## config.mk

```make
export PLATFORM = sky130hd
export DESIGN_NAME = conv2_feed_sched
export DESIGN_NICKNAME = d
export VERILOG_FILES = /design/src/rtl/conv2_feed_sched.sv
export SDC_FILE = /design/constraint.sdc
export NUM_CORES = 1
export LEC_CHECK = 0
export CORE_ASPECT_RATIO = 1.1
export CORE_UTILIZATION = 53
export CTS_BUF_LIST = sky130_fd_sc_hd__clkbuf_8
export CTS_CLUSTER_SIZE = 16
export DETAILED_ROUTE_END_ITERATION = 8
export PLACE_DENSITY = 0.82
export SYNTH_ARGS = -nofsm -noshare
export SYNTH_HDL_FRONTEND = slang
export SYNTH_SLANG_ARGS = --single-unit
```

## constraint.sdc

```tcl
create_clock -name clk -period 2.1 [get_ports clk]
set_input_delay 0.21 -clock clk [delete_from_list [all_inputs] [get_ports clk]]
set_output_delay 0.21 -clock clk [all_outputs]
set_load 0.05 [all_outputs]
```

## src/rtl/conv2_feed_sched.sv

```systemverilog
// conv2 line-buffer feed sequencer: streams IN_CH maps from the conv1 RAM, clears the buffer
// between channels and tags valid KxK windows. Define CONV2_FEED_SCHED_PERF_EN for cycle counters.
module conv2_feed_sched #(
    parameter int WIDTH     = 12,
    parameter int HEIGHT    = 12,
    parameter int IN_CH     = 3,
    parameter int K         = 5,
    parameter int ADDR_BITS = 10,
    parameter int RD_LAT    = 1,
    localparam int WR_W     = ((HEIGHT - K + 1) > 1) ? $clog2(HEIGHT - K + 1) : 1,
    localparam int WC_W     = ((WIDTH - K + 1) > 1) ? $clog2(WIDTH - K + 1) : 1
) (
    input  logic                 clk,
    input  logic                 rst_n,
    input  logic                 start_i,
    input  logic [ADDR_BITS-1:0] base_addr_i,
    input  logic                 stall_i,
    output logic                 rd_en_o,
    output logic [ADDR_BITS-1:0] rd_addr_o,
    output logic                 buf_valid_in_o,
    output logic                 buf_rst_n_o,
    output logic                 win_valid_o,
    output logic [WR_W-1:0]      win_row_o,
    output logic [WC_W-1:0]      win_col_o,
    output logic                 win_first_ch_o,
    output logic                 win_last_ch_o,
    output logic                 busy_o,
    output logic                 done_o
`ifdef CONV2_FEED_SCHED_PERF_EN
    ,
    output logic [15:0]          stall_cycles_o,
    output logic [15:0]          pass_cycles_o
`endif
);

    localparam int ROW_W = (HEIGHT > 1) ? $clog2(HEIGHT) : 1;
    localparam int COL_W = (WIDTH > 1) ? $clog2(WIDTH) : 1;
    localparam int CH_W  = (IN_CH > 1) ? $clog2(IN_CH) : 1;

    typedef enum logic [2:0] {
        S_IDLE   = 3'd0,
        S_CLEAR  = 3'd1,
        S_STREAM = 3'd2,
        S_DRAIN  = 3'd3,
        S_DONE   = 3'd4
    } state_t;

    state_t               state_q, state_d;
    logic [CH_W-1:0]      ch_q, ch_d;
    logic [ROW_W-1:0]     row_q, row_d;
    logic [COL_W-1:0]     col_q, col_d;
    logic [ADDR_BITS-1:0] addr_q, addr_d;
    logic                 rd_en_s;
    logic                 last_pix_s;
    logic                 pipe_empty_s;

    logic [RD_LAT-1:0]    vld_q;
    logic [ROW_W-1:0]     prow_q [RD_LAT];
    logic [COL_W-1:0]     pcol_q [RD_LAT];

    logic                 win_hit_s;
    logic                 win_valid_q;
    logic [WR_W-1:0]      win_row_q;
    logic [WC_W-1:0]      win_col_q;
    logic                 win_first_q;
    logic                 win_last_q;

    // Sequencer next-state: the read address is one running counter because channels are contiguous
    always_comb begin
        state_d      = state_q;
        ch_d         = ch_q;
        row_d        = row_q;
        col_d        = col_q;
        addr_d       = addr_q;
        rd_en_s      = 1'b0;
        last_pix_s   = (row_q == ROW_W'(HEIGHT - 1)) && (col_q == COL_W'(WIDTH - 1));
        pipe_empty_s = (vld_q == '0) && !win_valid_q;
        case (state_q)
            S_IDLE: begin
                if (start_i) begin
                    state_d = S_CLEAR;
                    ch_d    = '0;
                    addr_d  = base_addr_i;
                end else begin
                    state_d = S_IDLE;
                end
            end
            S_CLEAR: begin
                row_d   = '0;
                col_d   = '0;
                state_d = S_STREAM;
            end
            S_STREAM: begin
                if (!stall_i) begin
                    rd_en_s = 1'b1;
                    addr_d  = addr_q + ADDR_BITS'(1);
                    if (col_q == COL_W'(WIDTH - 1)) begin
                        col_d = '0;
                        row_d = row_q + ROW_W'(1);
                    end else begin
                        col_d = col_q + COL_W'(1);
                    end
                    if (last_pix_s) begin
                        state_d = S_DRAIN;
                    end else begin
                        state_d = S_STREAM;
                    end
                end else begin
                    state_d = S_STREAM;
                end
            end
            S_DRAIN: begin
                // ch_q must stay put until the last window of this channel has been tagged
                if (pipe_empty_s) begin
                    if (ch_q == CH_W'(IN_CH - 1)) begin
                        state_d = S_DONE;
                    end else begin
                        state_d = S_CLEAR;
                        ch_d    = ch_q + CH_W'(1);
                    end
                end else begin
                    state_d = S_DRAIN;
                end
            end
            S_DONE: begin
                state_d = S_IDLE;
            end
            default: begin
                state_d = S_IDLE;
            end
        endcase
    end

    // Sequencer state and counters
    always_ff @(posedge clk) begin
        if (!rst_n) begin
            state_q <= S_IDLE;
            ch_q    <= '0;
            row_q   <= '0;
            col_q   <= '0;
            addr_q  <= '0;
        end else begin
            state_q <= state_d;
            ch_q    <= ch_d;
            row_q   <= row_d;
            col_q   <= col_d;
            addr_q  <= addr_d;
        end
    end

    // Read-latency pipe carrying pixel coordinates alongside the strobe; never frozen by stall
    always_ff @(posedge clk) begin
        if (!rst_n) begin
            vld_q <= '0;
            for (int i = 0; i < RD_LAT; i++) begin
                prow_q[i] <= '0;
                pcol_q[i] <= '0;
            end
        end else begin
            vld_q[0]  <= rd_en_s;
            prow_q[0] <= row_q;
            pcol_q[0] <= col_q;
            for (int i = 1; i < RD_LAT; i++) begin
                vld_q[i]  <= vld_q[i-1];
                prow_q[i] <= prow_q[i-1];
                pcol_q[i] <= pcol_q[i-1];
            end
        end
    end

    assign win_hit_s = vld_q[RD_LAT-1]
                     && (prow_q[RD_LAT-1] >= ROW_W'(K - 1))
                     && (pcol_q[RD_LAT-1] >= COL_W'(K - 1));

    // Window tag stage: the buffer holds a full window one cycle after the bottom-right pixel enters
    always_ff @(posedge clk) begin
        if (!rst_n) begin
            win_valid_q <= 1'b0;
            win_row_q   <= '0;
            win_col_q   <= '0;
            win_first_q <= 1'b0;
            win_last_q  <= 1'b0;
        end else if (win_hit_s) begin
            win_valid_q <= 1'b1;
            win_row_q   <= WR_W'(prow_q[RD_LAT-1] - ROW_W'(K - 1));
            win_col_q   <= WC_W'(pcol_q[RD_LAT-1] - COL_W'(K - 1));
            win_first_q <= (ch_q == '0);
            win_last_q  <= (ch_q == CH_W'(IN_CH - 1));
        end else begin
            win_valid_q <= 1'b0;
            win_row_q   <= '0;
            win_col_q   <= '0;
            win_first_q <= 1'b0;
            win_last_q  <= 1'b0;
        end
    end

`ifdef CONV2_FEED_SCHED_PERF_EN
    logic [15:0] stall_cyc_q;
    logic [15:0] pass_cyc_q;

    // Saturating performance counters, cleared when a pass is accepted
    always_ff @(posedge clk) begin
        if (!rst_n) begin
            stall_cyc_q <= 16'h0000;
            pass_cyc_q  <= 16'h0000;
        end else if ((state_q == S_IDLE) && start_i) begin
            stall_cyc_q <= 16'h0000;
            pass_cyc_q  <= 16'h0000;
        end else begin
            if ((state_q == S_STREAM) && stall_i && (stall_cyc_q != 16'hFFFF)) begin
                stall_cyc_q <= stall_cyc_q + 16'd1;
            end else begin
                stall_cyc_q <= stall_cyc_q;
            end
            if ((state_q != S_IDLE) && (pass_cyc_q != 16'hFFFF)) begin
                pass_cyc_q <= pass_cyc_q + 16'd1;
            end else begin
                pass_cyc_q <= pass_cyc_q;
            end
        end
    end

    assign stall_cycles_o = stall_cyc_q;
    assign pass_cycles_o  = pass_cyc_q;
`endif

    assign rd_en_o        = rd_en_s;
    assign rd_addr_o      = addr_q;
    assign buf_valid_in_o = vld_q[RD_LAT-1];
    assign buf_rst_n_o    = (state_q != S_CLEAR);
    assign win_valid_o    = win_valid_q;
    assign win_row_o      = win_row_q;
    assign win_col_o      = win_col_q;
    assign win_first_ch_o = win_first_q;
    assign win_last_ch_o  = win_last_q;
    assign busy_o         = (state_q != S_IDLE);
    assign done_o         = (state_q == S_DONE);

endmodule
```

==> flow_results.org <==
** Outcome
- The flow ran to the end, and the final reports show no timing, DRC or antenna violations.

** Critical path
- The endpoint identified for the worst register-to-register timing path is rd_addr_o[9].
- The worst setup path is launched from a flip-flop.
- Along the worst path, the maximum fanout reaches 13.
- Crit path arrival time :: roughly 1600 ps
- The worst register-to-register path has a setup slack of approximately 300 ps.
- Classification of the worst setup path :: reg -> out
- Beginning of the worst register-to-register path :: state_q[0]
- For the worst setup path, the data required time is 1890 ps.
- CP endpoint kind :: output port
- R2R cell count :: 3

** Logic synthesis
- Dividing the synthesized area by the synthesized cell count gives slightly below 9 sq um.
- Counting flops with an async set or reset pin after synthesis yields a share of 0.
- Sequential element share of the synthesized area :: 0.438
- Flip-flop and latch count after synthesis :: 41
- Simple logic cell fraction of the synthesized area :: 0.303
- By area, the combinational part of the netlist is dominated by simple AND/OR/NAND/NOR gates.
- Number of nets produced by synthesis :: between 200 and 250
- The compound-gate portion of the synthesized area is 0.150.
- Of the post-synthesis cell area, the part taken by muxes is 0.0267.
- Of the total synthesized cell area, the portion taken by XOR and XNOR cells is 0.00935.
- Of the post-synthesis cell area, the dominant cell type holds 0.438.
- Largest area contributor in the netlist :: dfxtp_1
- Summing every instance area after synthesis gives between 0.0015 and 0.002 sq mm.
- Cell count after synthesis :: 210
- Count of cell types in the netlist :: 50
- Post-synth EDFFs :: 0
- Fraction of the mapped netlist area in adder cells :: 0.0334
- Yosys attributes the largest share of cell area to dfxtp_1, and2_1, nand2_1.
- Prevailing post-synth register cell :: dfxtp_1
- During synthesis, Yosys emitted a total of 0 warnings.

** Route
- Total via count after detailed routing :: between 1500 and 2000
- In the routed design, unresolved DRC markers number 0.
- In this run, the number of DRC markers left after iteration 0 of detailed routing was 71.
- Via count normalized by instance count :: about 5.5
- The pre-antenna-repair detailed-routing pass consisted of 6 iterations.
- Avg WL per Cell :: between 10 and 15 um
- Detailed Route WL :: 4080 um
- Number of nets with antenna violations after routing :: 0

** Global route
- First-pass GRT wire length :: ~6600 um
- Initial antenna violation count :: 0
- Entering global routing, the biggest net connects 21 pins.
- Overflow left after global routing :: 0
- The number of global-route vias before repair was around 1400.
- Total routing resource utilization after global routing :: 0.234

** Cells and area
- Relative to the synthesized area, the layout overhead comes to 29.0%.
- Of the cells placed in the final design, the portion with a size suffix greater than 1 is 0.0956.
- Number of fill cells :: around 270
- Count of inserted antenna diode cells :: 0
- Post-route design area :: between 0.002 and 0.0025 sq mm
- The final layout contains ~270 nets.

** Place
- Placement-stage cell area :: 0.00230 sq mm
- Post-DP HPWL :: around 2800 um
- Port buffering added 37 buffers.
- Final GP Congestion :: a little over 0.8

** STA
- Final Hold Viols :: 0
- Final setup violation count :: 0
- Final Slew Violations :: 0
- The worst pin sits at a relative slew slack of 0.625.
- Setup repair after global routing left no endpoint under its margin.
- Worst-margin pin slew :: around 560 ps
- Post-route minimum period :: between 1500 and 2000 ps
- Based on the critical path, the design can be clocked at up to between 500 and 600 MHz.
- Across the routed clock network, the largest skew measured is around 3.4 ps.
- Final clock period utilization by the worst path :: 0.876
- Final sum of negative setup slack :: 0 ps

** Floorplanning
- Floorplan core area :: 0.00336 sq mm
- The floorplan step defined a die boundary enclosing around 0.0038 sq mm.
- The floorplan step set the die width to 58.7 um.
- Std cell rows :: 22
- The initial utilization of the core area, before any placement, comes to 0.558.
- Y dimension of the die :: about 64 um
- For this design the top-level I/O count stands at 38.

** Min path
- The path with the worst hold slack has its endpoint at win_row_o[0].
- The tightest min-delay check is of the reg -> reg type.
- Hold Path Stages :: 1
- Source of the worst hold timing path :: prow_q[0][0]

** Pwr
- Summed over all cells, the static leakage comes to ~0.00093 uW.
- Pwr per Cell Area :: 748 mW/mm^2
- VDD sags by at most 0.420 mV.

** Clocking
- Number of buffers created by CTS :: 5
- Number of levels the H-tree was split into :: 2
- Deepest clock path buffer count :: 2
- For this design, the CTS-stage hold fixing added 0 buffers.
- Clock-pin slew was measured on the worst setup and hold paths at ~80 ps.
- In this run, post-CTS repair resized a total of 0 instances.
- Sink Count :: between 40 and 50
- CTS placed an instance of clkbuf_8 at the clock tree root.
- Count of buffers added by post-CTS timing repair for setup :: 0
- TritonCTS built the clock tree.
- Worst skew pair latency :: 290 ps

** Flow run
- Max-cap violations :: 0
==> worst max-delay path by stage <==
stage	start	end	slack, ps	cells after the start
after floorplan	state_q[2]	row_q[2]	60	5
after global placement	stall_i	rd_addr_o[9]	270	5
after detailed placement	stall_i	rd_addr_o[9]	240	5
after CTS	state_q[0]	buf_rst_n_o	300	2
after global routing	state_q[0]	buf_rst_n_o	220	2
final	state_q[0]	buf_rst_n_o	260	2
==> final cells by class <==
| cell class | instances | area, sq um | share of cell area |
|---|---|---|---|
| multi-input cells | 153 | 978 | 0.405 |
| flip-flops and latches | 41 | 821 | 0.340 |
| repair buffers | 43 | 418 | 0.173 |
| clock buffers | 6 | 82.6 | 0.0342 |
| well taps | 48 | 60.1 | 0.0249 |
| clock inverters | 2 | 33.8 | 0.0140 |
| inverters | 6 | 22.5 | 0.00932 |
==> synth_stat cells (2+ instances only) <==
| master | number |
|---|---|
| ha_1 | 5 |
| nor2_1 | 14 |
| o211ai_1 | 2 |
| nor3_1 | 8 |
| nand3_1 | 10 |
| inv_1 | 6 |
| o22ai_1 | 5 |
| a22oi_1 | 2 |
| nor4_1 | 2 |
| nor2b_1 | 5 |
| a21oi_1 | 9 |
| buf_2 | 5 |
| mux2i_1 | 5 |
| o31a_1 | 3 |
| dfxtp_1 | 41 |
| clkbuf_1 | 4 |
| o21ai_0 | 5 |
| and2_1 | 16 |
| nand2_1 | 21 |
| o21a_1 | 2 |
| a21boi_1 | 2 |
| nor3b_1 | 3 |
| nand2b_1 | 5 |
| a31oi_1 | 2 |
| and3_1 | 3 |
==> power breakdown <==
part	switching [uW]	internal, uW	total, uW	leakage (uW)
clock	260	383	642	0.0000626
combinational	192	134	325	0.000533
sequential	36.5	804	840	0.000333
total	488	1320	1810	0.000929
==> placed cells by master (no fill, tap or decap), drive strengths merged, types with 7 or more instances in the layout <==
| master | netlist | final |
|---|---|---|
| buf | 6 | 10 |
| nand2 | 21 | 21 |
| nor3 | 8 | 8 |
| and2 | 18 | 18 |
| a21oi | 9 | 9 |
| nand3 | 10 | 10 |
| dfxtp | 41 | 41 |
| inv | 6 | 7 |
| nor2 | 14 | 14 |
| clkdlybuf4s50 | 0 | 33 |
==> layer usage <==
metal,part of all wire,GRT usage,vias up
met3,0.033,0.0506,10
met5,0,0,-
met4,0.019,0.104,0
met1,0.49,0.313,775
met2,0.46,0.356,42
li1,-,-,824
==> sequential cells by signal, summed over array words and instances, names as in the netlist <==
| name | cells |
|---|---|
| buf_valid_in_o | 1 |
| ch_q | 2 |
| col_q | 4 |
| pcol_q | 4 |
| prow_q | 4 |
| rd_addr_o | 10 |
| row_q | 4 |
| state_q | 3 |
| win_col_o | 3 |
| win_first_ch_o | 1 |
| win_last_ch_o | 1 |
| win_row_o | 3 |
| win_valid_o | 1 |
==> cells by family after synthesis <==
kind of cell	Yosys count
AO/OA/AOI/OAI	40
XOR/XNOR	2
adder cells (fa/ha/maj)	5
buffers and inverters	16
flip-flops	41
multiplexers	5
AND/OR/NAND/NOR	101
==> per-stage QoR <==
stage	worst slack, ps	total power (uW)	hold slack [ps]	utilization	std cells
2_1_floorplan	59.9	1070	371	-	210
3_3_place_gp	266	1170	407	0.685	291
3_5_place_dp	236	1180	413	0.685	291
4_1_cts	298	1810	431	0.719	299
5_1_grt	222	1880	459	0.719	299
6_report	261	1810	430	0.719	299
==> critical path, cell delays in order, from the launching register on <==
cell	delay [ps]
dfxtp_1	630
or3b_2	510
buf_4	200
Power figures use the tool's default switching activity.
==> patch 1 (config.mk and constraints unchanged) <==
Re-encode `state_t` (5 states) as one-hot, 5 bits wide.
--- a/src/rtl/conv2_feed_sched.sv
+++ b/src/rtl/conv2_feed_sched.sv
@@ -39,8 +39,8 @@
 
-    typedef enum logic [2:0] {
-        S_IDLE   = 3'd0,
-        S_CLEAR  = 3'd1,
-        S_STREAM = 3'd2,
-        S_DRAIN  = 3'd3,
-        S_DONE   = 3'd4
+    typedef enum logic [4:0] {
+        S_IDLE   = 5'b00001,
+        S_CLEAR  = 5'b00010,
+        S_STREAM = 5'b00100,
+        S_DRAIN  = 5'b01000,
+        S_DONE   = 5'b10000
     } state_t;
Formal check against the unedited RTL: no difference found for any inputs over 10 cycles, from zero or initial values and one cycle with rst_n low; not proved beyond that.
==> patch 1 against the unedited design <==
Wire length grew 13%. Die area grew 1.9%. Non-clock buffer count grew 8. Power grew 4.2%. Setup slack lost 0.20 ns. Largest power group unchanged. Sequential share of layout area is essentially flat. Cell area grew 5.2%. Synthesized area grew 2.0%. Sequential cell count grew 2. Clock power grew 3.7%.
==> patch 1: results (changes against the unedited design) <==
* Status: complete, no violations (unchanged)
* Data buffer area share at 18.9% (was 17.3%)
* Die X at 59.2 um (was 58.7 um)
* Worst VDD drop at 0.527 mV (was 0.420 mV)
* Drt first-iter violations at 111 (was 71)
* DR WL/cell at 14.7 um (was 13.6 um)
* Crit Path Max Fanout at 6 (was 13)
* Met1 Wirelength at 1990 um (was 1980 um)
* CTS resizes at 2 (was 0)
* Adder-Cell Fraction of Synth Area at 3.27% (was 3.34%)
* Yosys reg bits at 43 (was 41)
* Max stage delay cell, worst path: or4_4 (was dfxtp_1)
* CP arrival at 1.83 ns (was 1.63 ns)
* Share of layout cells above drive strength 1 at 12.4% (was 9.56%)
* Post-synthesis sequential area ratio at 45.1% (was 43.8%)
* Most common library cells after synthesis: dfxtp_1, nand2_1, and2_1, nand3_1 (was dfxtp_1, nand2_1, and2_1)
* Bufs w/o clock at 51 (was 43)
* Total power at 1.88 mW (was 1.81 mW)
* Fraction of area in registers at 33.9% (was 34.0%)
* Clk_lat worst skew at 0.31 ns (was 0.29 ns)
* Tot GR Track Use at 27.3% (was 23.4%)
* Post-Place Cells at 307 (was 291)
* Clk_skew at 0.00835 ns (was 0.00339 ns)
* GP Congestion at 0.873 (was 0.821)
* Mux cell area share after synthesis at 1.64% (was 2.67%)
* Synth Instances at 215 (was 210)
* Clock-cell share of area at 4.53% (was 4.82%)
* Detail Route met3 WL at 209 um (was 133 um)
* Pre-antenna DRT Iters at 4 (was 6)
* Placed Area at 2420 um^2 (was 2300 um^2)
* Routed vias at 1,831 (was 1,651)
* Multi-input gate area at 1000 um^2 (was 978 um^2)
* Post-synthesis compound-gate area fraction at 18.5% (was 15.0%)
* Synth-to-Final Area Change at 33.0% (was 29.0%)
* Clk. pwr at 0.666 mW (was 0.642 mW)
* Met3 Usage GRT at 5.39% (was 5.06%)
* Met2 wire length at 2280 um (was 1890 um)
* #MultiIn Comb at 159 (was 153)
* Max incr delay on CP at 0.53 ns (was 0.63 ns)
* Yosys cell types at 46 (was 50)
## patch 1: cell types whose count changed after synthesis, moves of 3 or more
| cell | before | now |
|---|---|---|
| nand3_1 | 10 | 13 |
| and3b_1 | 0 | 4 |
| o21ai_0 | 5 | 11 |
| buf_2 | 5 | 1 |
| a21oi_1 | 9 | 12 |
| nor2b_1 | 5 | 2 |
| mux2i_1 | 5 | 2 |
| and2_1 | 16 | 13 |
| nand2b_1 | 5 | 0 |
## patch 1: path summary, 6_finish.rpt
path	from	end	slack, ns	depth (start not counted)
setup / recovery	state_q[1]$_SDFF_PN0_	rd_en_o	0.06	4
hold / removal	prow_q[0][2]$_SDFF_PN0_	win_row_o[2]$_SDFF_PN0_	0.43	1
setup reg to reg	state_q[1]$_SDFF_PN0_	rd_addr_o[9]$_SDFFE_PN0P_	0.06	4
hold reg to reg	prow_q[0][2]$_SDFF_PN0_	win_row_o[2]$_SDFF_PN0_	0.43	1
==> patch 2 (config.mk and constraints unchanged) <==
Without the edit above. Change the parameter `K` from 5 to 10.
--- a/src/rtl/conv2_feed_sched.sv
+++ b/src/rtl/conv2_feed_sched.sv
@@ -6,3 +6,3 @@
     parameter int IN_CH     = 3,
-    parameter int K         = 5,
+    parameter int K         = 10,
     parameter int ADDR_BITS = 10,
Interface: changed (resized win_col_o and win_row_o); port bits go from 38 to 36. No check against the original RTL was run, so the function may have changed too.
==> patch 2 against the unedited design <==
Sequential cell count fell by 2. Critical endpoint is now rd_en_o. Highest routed layer unchanged. Critical path depth rose by 1. Cell area fell by 3.1%. Die area fell by 2.4%. Setup slack got worse by 0.097 ns. The run now ends with DRC left. Power fell by 2.3%. Synthesized area fell by 2.5%. Wire length fell by 6.1%. Final cell count fell by 4.7%. Sequential share of layout area fell by 0.64 points. Clock skew fell by 0.00090 ns. First-iteration DRC count fell by 35%.
==> patch 2: results (changes against the unedited design) <==
* Reg-to-reg slack, setup at 0.21 ns (was 0.30 ns)
* Share of layout cells above drive strength 1 at 7.63% (was 9.56%)
* Clk_lat worst skew at 0.29 ns (about the same)
* YS warnings at 0 (unchanged)
* Mapped Nets at 234 (was 229)
* Hold WC Path Type: reg -> reg (unchanged)
* Vias in the first global route at 1,518 (was 1,438)
* Total inserted antenna cells at 0 (unchanged)
* Num CTS Buffers at 5 (unchanged)
* Reg2Reg Capture Point: rd_addr_o[7]$_SDFFE_PN0P_ (was rd_addr_o[9]$_SDFFE_PN0P_)
* Post-DP HPWL at 2850 um (was 2820 um)
* DRC at 1 (was 0)
* Worst VDD drop at 0.390 mV (was 0.420 mV)
* GP Congestion at 0.837 (was 0.821)
* Largest net degree at the start of global routing at 21 (unchanged)
* Final WL at 3830 um (was 4080 um)
* Crit Path Max Fanout at 20 (was 13)
* Worst-path clk slew at 0.07 ns
* Fill count at 276 (was 268)
* Yosys cell types at 43 (was 50)
* Worst r2r src: state_q[1]$_SDFF_PN0_ (was state_q[0]$_SDFF_PN0_)
* FF-to-FF path depth at 4 (was 3)
* Hold slack at 0.448 ns (was 0.430 ns)
* FFs w/ async S/R, synth at 0% (unchanged)
* Avg Inst Size Synth at 8.66 um^2 (was 8.92 um^2)
* Routed vias at 1,618 (was 1,651)
* Input/output buffers at 35 (was 37)
* Clk_skew at 0.00249 ns (was 0.00339 ns)
* Status: complete, but fails checks (was complete, no violations)
* Slew headroom at 66.3% (was 62.5%)
* Nets at 271 (was 269)
* Most common library cells after synthesis: dfxtp_1, nor2_1, nand2_1 (was dfxtp_1, nand2_1, and2_1)
* Max incr delay on CP at 0.54 ns (was 0.63 ns)
* Hold Path Stages at 1 (unchanged)
* Largest register FFs at 10 (unchanged)
* Main area contributors after synthesis: dfxtp_1, ha_1, nor2_1, and2_1, a21oi_1 (was dfxtp_1, and2_1, nand2_1, ha_1, nor2_1)
* Post-Place Cells at 277 (was 291)
* Drt first-iter violations at 46 (was 71)
* DR WL/cell at 13.4 um (was 13.6 um)
* Initial antenna violation count at 0 (unchanged)
* Pre-antenna DRT Iters at 7 (was 6)
* P_leak at 0.877 nW (was 0.929 nW)
* Max stage delay cell, worst path: or3b_4 (was dfxtp_1)
* Post-synthesis sequential area ratio at 42.7% (was 43.8%)
* Setup WS pre-CTS at 0.201 ns (was 0.236 ns)
* CP arrival at 1.73 ns (was 1.63 ns)
* First-pass GRT wire length at 6560 um (was 6620 um)
* Htree depth at 2 (unchanged)
* Tot GR Track Use at 22.8% (was 23.4%)
* Failing checks: DRC
==> patch 2: area by class of cell <==
type / instances / share of cell area (%)
Inverter: 12 / 1.92
Sequential cell: 39 / 33.3
Clock inverter: 2 / 1.50
Multi-Input combinational cell: 149 / 40.7
Timing Repair Buffer: 41 / 17.1
Tap cell: 36 / 1.92
Clock buffer: 6 / 3.53
==> patch 2: critical path, delay by kind of cell, from the launching register on <==
family / cells / cell delay (ns)
AND/OR/NAND/NOR: 2 / 0.77
flip-flops: 1 / 0.50
buffers and inverters: 1 / 0.17
==> patch 2: stage by stage <==
stage	instance area (um^2)	utilization, %
after detailed placement	2230	67.4
final	2340	70.9
after global placement	2230	67.4
after floorplan	1830	-
after CTS	2340	70.9
after global routing	2340	70.9
==> patch 2: per-layer routing <==
layer	up-vias	share of wire, %	track usage [%]
met5	-	0	0
met4	0	1.8	9.23
met3	10	4.9	4.31
met2	55	51	40.2
met1	741	43	26.6
li1	812	-	-
==> patch 2: logic make-up (layout without fill, tap and decap cells) <==
| family | after synthesis | in the layout | share of synthesized area [%] |
|---|---|---|---|
| compound gates | 42 | 42 | 15.1 |
| xor+xnor | 4 | 4 | 1.92 |
| fa+ha+maj | 9 | 9 | 6.16 |
| buf+inv | 23 | 61 | 5.07 |
| flops | 39 | 39 | 42.7 |
| mux | 4 | 4 | 2.26 |
| simple gates | 90 | 90 | 26.8 |
==> patch 2: power by group <==
group	internal [mW]	switching (mW)	total, mW
clock	0.384	0.248	0.632
sequential	0.768	0.0374	0.805
combinational	0.129	0.200	0.328
total	1.28	0.485	1.77
==> patch 2: worst max-delay path by stage <==
stage / start / endpoint / slack [ns] / depth (start not counted)
floorplan: state_q[2]$_SDFF_PN0_ / done_o / 0.1 / 2
global placement: state_q[0]$_SDFF_PN0_ / buf_rst_n_o / 0.25 / 2
detailed placement: state_q[1]$_SDFF_PN0_ / rd_addr_o[7]$_SDFFE_PN0P_ / 0.20 / 4
CTS: state_q[1]$_SDFF_PN0_ / rd_en_o / 0.15 / 3
global route: state_q[1]$_SDFF_PN0_ / rd_en_o / 0.08 / 3
finish: state_q[1]$_SDFF_PN0_ / rd_en_o / 0.16 / 3
==> patch 2: what timing repair did <==
action | in CTS | in global routing
endpoints found under the setup margin | 2 | 0
resized for setup | 2 | 0
setup buffers | 0 | 0
endpoints found under the hold margin | 0 | 0
